<file path="src/rtl/sfidante_morra.sv">
// rtl/sfidante_morra.sv - automatic two-player driver and scoreboard for the MorraCinese referee
// Plays one LFSR-driven match per start request and tallies the referee's round results.
module sfidante_morra #(
  parameter logic [15:0] SEED1 = 16'hACE1,
  parameter logic [15:0] SEED2 = 16'h1D0F
) (
  input  logic       clk,
  input  logic       RESET_N,
  input  logic       AVVIA,
  input  logic [3:0] DURATA,
  input  logic [1:0] MANCHE,
  input  logic [1:0] PARTITA,
  output logic       INIZIO,
  output logic [1:0] PRIMO,
  output logic [1:0] SECONDO,
  output logic [4:0] VINTE1,
  output logic [4:0] VINTE2,
  output logic [4:0] PAREGGI,
  output logic [1:0] ESITO,
  output logic       FINE,
  output logic       OCCUPATO,
  output logic       ERRORE
);

  localparam logic [15:0] INIT1 = (SEED1 == 16'h0000) ? 16'hACE1 : SEED1;
  localparam logic [15:0] INIT2 = (SEED2 == 16'h0000) ? 16'h1D0F : SEED2;

  typedef enum logic [1:0] {S_IDLE, S_AVVIO, S_GIOCO, S_FINE} state_t;

  state_t      state_q, state_d;
  logic        inizio_q, inizio_d;
  logic [1:0]  primo_q, primo_d, secondo_q, secondo_d;
  logic [4:0]  vinte1_q, vinte1_d, vinte2_q, vinte2_d, pareggi_q, pareggi_d;
  logic [1:0]  esito_q, esito_d;
  logic        fine_q, fine_d, occupato_q, occupato_d, errore_q, errore_d;
  logic [15:0] lfsr1_q, lfsr1_d, lfsr2_q, lfsr2_d;
  logic [1:0]  forb1_q, forb1_d, forb2_q, forb2_d;
  logic        lock1_q, lock1_d, lock2_q, lock2_d;
  logic [4:0]  cnt_q, cnt_d;
  logic        end_match;

  function automatic logic [15:0] lfsr_step(input logic [15:0] r);
    return {r[14:0], r[15] ^ r[13] ^ r[12] ^ r[10]};
  endfunction

  // A locked player whose candidate equals its forbidden move takes the next move in the 01-10-11 cycle.
  function automatic logic [1:0] pick_move(input logic [2:0] r, input logic lock,
                                           input logic [1:0] forb);
    logic [1:0] c;
    c = (r[1:0] != 2'b00) ? r[1:0] : {1'b1, r[2]};
    if (lock && (c == forb)) c = (c == 2'b11) ? 2'b01 : c + 2'b01;
    return c;
  endfunction

  function automatic logic [4:0] sat_inc(input logic [4:0] v);
    return (v == 5'd31) ? v : v + 5'd1;
  endfunction

  always_comb begin
    state_d    = state_q;
    inizio_d   = 1'b0;
    primo_d    = primo_q;
    secondo_d  = secondo_q;
    vinte1_d   = vinte1_q;
    vinte2_d   = vinte2_q;
    pareggi_d  = pareggi_q;
    esito_d    = esito_q;
    fine_d     = 1'b0;
    occupato_d = occupato_q;
    errore_d   = errore_q;
    lfsr1_d    = lfsr1_q;
    lfsr2_d    = lfsr2_q;
    forb1_d    = forb1_q;
    forb2_d    = forb2_q;
    lock1_d    = lock1_q;
    lock2_d    = lock2_q;
    cnt_d      = cnt_q;
    end_match  = 1'b0;

    case (state_q)
      S_IDLE: begin
        if (AVVIA) begin
          state_d    = S_AVVIO;
          inizio_d   = 1'b1;
          primo_d    = DURATA[3:2];
          secondo_d  = DURATA[1:0];
          occupato_d = 1'b1;
          vinte1_d   = 5'd0;
          vinte2_d   = 5'd0;
          pareggi_d  = 5'd0;
          esito_d    = 2'b00;
          errore_d   = 1'b0;
          lock1_d    = 1'b0;
          lock2_d    = 1'b0;
          cnt_d      = 5'd0;
        end
      end
      S_AVVIO: begin
        state_d   = S_GIOCO;
        primo_d   = pick_move(lfsr1_q[2:0], lock1_q, forb1_q);
        secondo_d = pick_move(lfsr2_q[2:0], lock2_q, forb2_q);
      end
      S_GIOCO: begin
        lfsr1_d = lfsr_step(lfsr1_q);
        lfsr2_d = lfsr_step(lfsr2_q);
        cnt_d   = cnt_q + 5'd1;
        case (MANCHE)
          2'b01: begin
            vinte1_d = sat_inc(vinte1_q);
            forb1_d  = primo_q;
            lock1_d  = 1'b1;
            lock2_d  = 1'b0;
          end
          2'b10: begin
            vinte2_d = sat_inc(vinte2_q);
            forb2_d  = secondo_q;
            lock2_d  = 1'b1;
            lock1_d  = 1'b0;
          end
          2'b11: begin
            pareggi_d = sat_inc(pareggi_q);
            lock1_d   = 1'b0;
            lock2_d   = 1'b0;
          end
          default: begin
            errore_d  = 1'b1;
            esito_d   = 2'b00;
            end_match = 1'b1;
          end
        endcase
        if (MANCHE != 2'b00) begin
          if (PARTITA != 2'b00) begin
            esito_d   = PARTITA;
            end_match = 1'b1;
          end else if (cnt_d == 5'd20) begin
            // The referee caps a match at 19 rounds, so a 20th undecided round means it is stuck.
            errore_d  = 1'b1;
            end_match = 1'b1;
          end
        end
        if (end_match) begin
          state_d    = S_FINE;
          fine_d     = 1'b1;
          primo_d    = 2'b00;
          secondo_d  = 2'b00;
          occupato_d = 1'b0;
        end else begin
          primo_d   = pick_move(lfsr1_d[2:0], lock1_d, forb1_d);
          secondo_d = pick_move(lfsr2_d[2:0], lock2_d, forb2_d);
        end
      end
      default: state_d = S_IDLE;
    endcase
  end

  always_ff @(posedge clk) begin
    if (!RESET_N) begin
      state_q    <= S_IDLE;
      inizio_q   <= 1'b0;
      primo_q    <= 2'b00;
      secondo_q  <= 2'b00;
      vinte1_q   <= 5'd0;
      vinte2_q   <= 5'd0;
      pareggi_q  <= 5'd0;
      esito_q    <= 2'b00;
      fine_q     <= 1'b0;
      occupato_q <= 1'b0;
      errore_q   <= 1'b0;
      lfsr1_q    <= INIT1;
      lfsr2_q    <= INIT2;
      forb1_q    <= 2'b00;
      forb2_q    <= 2'b00;
      lock1_q    <= 1'b0;
      lock2_q    <= 1'b0;
      cnt_q      <= 5'd0;
    end else begin
      state_q    <= state_d;
      inizio_q   <= inizio_d;
      primo_q    <= primo_d;
      secondo_q  <= secondo_d;
      vinte1_q   <= vinte1_d;
      vinte2_q   <= vinte2_d;
      pareggi_q  <= pareggi_d;
      esito_q    <= esito_d;
      fine_q     <= fine_d;
      occupato_q <= occupato_d;
      errore_q   <= errore_d;
      lfsr1_q    <= lfsr1_d;
      lfsr2_q    <= lfsr2_d;
      forb1_q    <= forb1_d;
      forb2_q    <= forb2_d;
      lock1_q    <= lock1_d;
      lock2_q    <= lock2_d;
      cnt_q      <= cnt_d;
    end
  end

  assign INIZIO   = inizio_q;
  assign PRIMO    = primo_q;
  assign SECONDO  = secondo_q;
  assign VINTE1   = vinte1_q;
  assign VINTE2   = vinte2_q;
  assign PAREGGI  = pareggi_q;
  assign ESITO    = esito_q;
  assign FINE     = fine_q;
  assign OCCUPATO = occupato_q;
  assign ERRORE   = errore_q;

endmodule
</file>
<file path="config.mk">
export PLATFORM = sky130hd
export DESIGN_NAME = sfidante_morra
export DESIGN_NICKNAME = d
export VERILOG_FILES = /design/src/rtl/sfidante_morra.sv
export SDC_FILE = /design/constraint.sdc
export NUM_CORES = 1
export LEC_CHECK = 0
export CAP_MARGIN = 20
export CORE_ASPECT_RATIO = 0.75
export CORE_MARGIN = 4
export CORE_UTILIZATION = 60
export CTS_CLUSTER_DIAMETER = 80
export DETAILED_ROUTE_END_ITERATION = 10
export PLACE_DENSITY = 0.82
export SLEW_MARGIN = 5
export SYNTH_ARGS = -nofsm -noshare
export SYNTH_HDL_FRONTEND = slang
export SYNTH_SLANG_ARGS = --single-unit
export TNS_END_PERCENT = 100
</file>
<file path="constraint.sdc">
create_clock -name clk -period 2.78 [get_ports clk]
set_input_delay 0.556 -clock clk [delete_from_list [all_inputs] [get_ports clk]]
set_output_delay 0.556 -clock clk [all_outputs]
set_load 0.05 [all_outputs]
</file>
==> results.cfg <==
[timing]
slew_headroom = 0.568
finalMaxSlewViolations = 0
fmax_mhz = 432
clock_skew_ps = 5.55
hold_viol_final = 0
setup_viol = 0
tns_ps = 0
rsz0062_at_grt = no
worst_pin_slew_ps = 649
period_minus_slack_ps = 2320
fin_crit_sh = 0.833
whs_ps = 474

[finish]
layout_common_cells = 70 x dfxtp_1, 48 x nand2_1, 37 x mux2i_1
antennaDiodeCount = 0
syn2layout_area_growth_pct = 16.4
num-nets-final = 475
final_common_cell = dfxtp_1
layout-drive-gt1-share = 0.0927
fillers = 463

[clocking]
cts-resized-gates = 0
cts_setup_buffers = 0
cts_root_buffer = clkbuf_8
cts_buffer_depth = 2
clk_latency_ps = 350
clock-sinks = 70
hold_buffers = 0
cts-buffers-inserted = 9
cts_tree = built
clkTransAtPathRegs_ps = 70
htree_levels = 3

[flow_run]
drv_cap = 0

[setup_path]
crit_type = in -> reg
path_cells = clkdlybuf4s50_1 -> nor2b_2 -> mux2i_1 -> nor2b_1 -> a21boi_0 -> o41ai_1
ff2ff_setup_slack_ps = 700
arrival_ps = 2560
cpPeakStageDelay_ps = 600
worstPathRequired_ps = 3030
worstSetupEndpointType = register
worst_path_max_delay_cell = clkdlybuf4s50_1
startpoint_type = input port
path_max_fanout = 5

[global_route]
grt_max_degree = 44
track_usage = 0.220
grt_pass1_wl_um = 13800
gr-total-overflow = 0
first_global_vias = 2916
antenna_found_initial = 0

[pwr]
power_w = 0.00278
leakagePower_nw = 1.61
p_per_area_nw_per_um2 = 637
peakVddDrop_uv = 450

[synthesis]
synth_nets = 446
yosys_warnings = 0
syn_area_um2 = 3750
ys.flop_type = dfxtp_1
ys_ff_latch = 70
ys_types = 63
async_reset_ff_frac = 0
synthCells = 419
post-synth-top-area-cell = dfxtp_1
synth.yosys.seq_area_share = 0.374
synthTopCellsByArea = dfxtp_1 37%, mux2i_1 9.9%, ha_1 5.3%
synth_edf_count = 0
synth.avg_cell_area_um2 = 8.95
synth_top_area_frac = 0.374

[floorplanning]
die_y_um = 76.5
io_pins = 36
dieArea_um2 = 7590
design.core.area_um2 = 5950
die_w_um = 99.3
rows = 24
start_util = 0.631

[drt]
first_pass_iters = 4
vias = 3007
vias_per_cell = 5.66
met2_length_um = 3480
postRouteAntennaNets = 0
wire_per_inst_um = 14.7
wl_um = 7830
drt_iter0_markers = 129
wl_met1_um = 3850
wl_met3_um = 429
dr.max_layer_used = met4
drc = 0

[place]
gp_congestion = 0.925
port_buffers = 35
post-dp-hpwl_um = 5530

[worst_hold_path]
hp-class = reg -> reg

[outcome]
outcome = complete, no violations
==> area by class of cell <==
cell class / instances / area (um^2) / area share
clock buffers: 9 / 124 / 0.0284
inverters: 7 / 26.3 / 0.00602
clock inverters: 7 / 97.6 / 0.0224
flip-flops and latches: 70 / 1400 / 0.321
multi-input cells: 318 / 2220 / 0.509
well taps: 78 / 97.6 / 0.0224
repair buffers: 42 / 398 / 0.0911
==> cells in the mapped netlist (all sizes together), types with 2 or more instances <==
master and count:
dfxtp 70, nand2 48, mux2i 38, nor2b 34, nor2 28, o21ai 18, ha 16, clkbuf 15
a21oi 13, a21boi 11, nand3 11, nand2b 10, buf 9, xnor2 8, a22oi 7, inv 7
and3 6, nand3b 6, xor2 6, nand4 5, a31oi 4, and2 4, o211a 4, o211ai 4
nor4 3, nor3b 2, o2111ai 2, o21a 2, o21bai 2, o221a 2, o41ai 2, or2b 2
==> final timing paths <==
kind / start / to / cells past startpoint
setup / recovery: MANCHE[0] / PRIMO[1] / 6
hold / removal: lfsr2_q[8] / lfsr2_q[8] / 2
hold reg to reg: lfsr2_q[8] / lfsr2_q[8] / 2
setup reg to reg: state_q[0] / VINTE2[3] / 8
==> critical path: cells and delay by family <==
kind / cells / cell delay (ps)
buf+inv: 1 / 600
simple gates: 2 / 580
compound gates: 2 / 420
mux: 1 / 400
==> layer usage <==
| layer | vias to the layer above | global-route usage |
|---|---|---|
| met5 | - | 0 |
| met4 | 0 | 0.0450 |
| met3 | 8 | 0.0677 |
| met2 | 68 | 0.340 |
| met1 | 1394 | 0.301 |
| li1 | 1537 | - |
==> stage by stage <==
stage               cell area (um^2)  setup WS [ps]  utilization  std cells
CTS                             4370            482        0.734        531
detailed placement              4140            112        0.697        515
global placement                4140            217        0.697        515
floorplan                       3750            738            -        419
finish                          4370            464        0.734        531
global route                    4370            290        0.734        531
==> power breakdown <==
group,leakage (nW),total [W],internal (W),switching (W)
sequential,0.568,0.00116,0.00107,0.0000859
combinational,0.938,0.000716,0.000295,0.000421
clock,0.106,0.000906,0.000507,0.000399
total,1.61,0.00278,0.00187,0.000906
==> logic make-up (layout without fill, tap and decap cells) <==
family / Yosys count / after routing / share of synthesized area
adder cells (fa/ha/maj): 16 / 16 / 0.0534
AO/OA/AOI/OAI: 81 / 81 / 0.152
flip-flops: 70 / 70 / 0.374
buffers and inverters: 31 / 65 / 0.0347
multiplexers: 39 / 39 / 0.108
AND/OR/NAND/NOR: 168 / 168 / 0.241
XOR/XNOR: 14 / 14 / 0.0367
==> flip-flops by register name, indices dropped and copies added (netlist names) <==
register	cells
ERRORE	1
lfsr2_q	16
forb1_q	2
lfsr1_q	16
ESITO	2
VINTE2	5
OCCUPATO	1
VINTE1	5
FINE	1
state_q	2
forb2_q	2
PAREGGI	5
SECONDO	2
lock1_q	1
lock2_q	1
INIZIO	1
PRIMO	2
cnt_q	5
No activity file was read; power rests on OpenSTA's default activity.
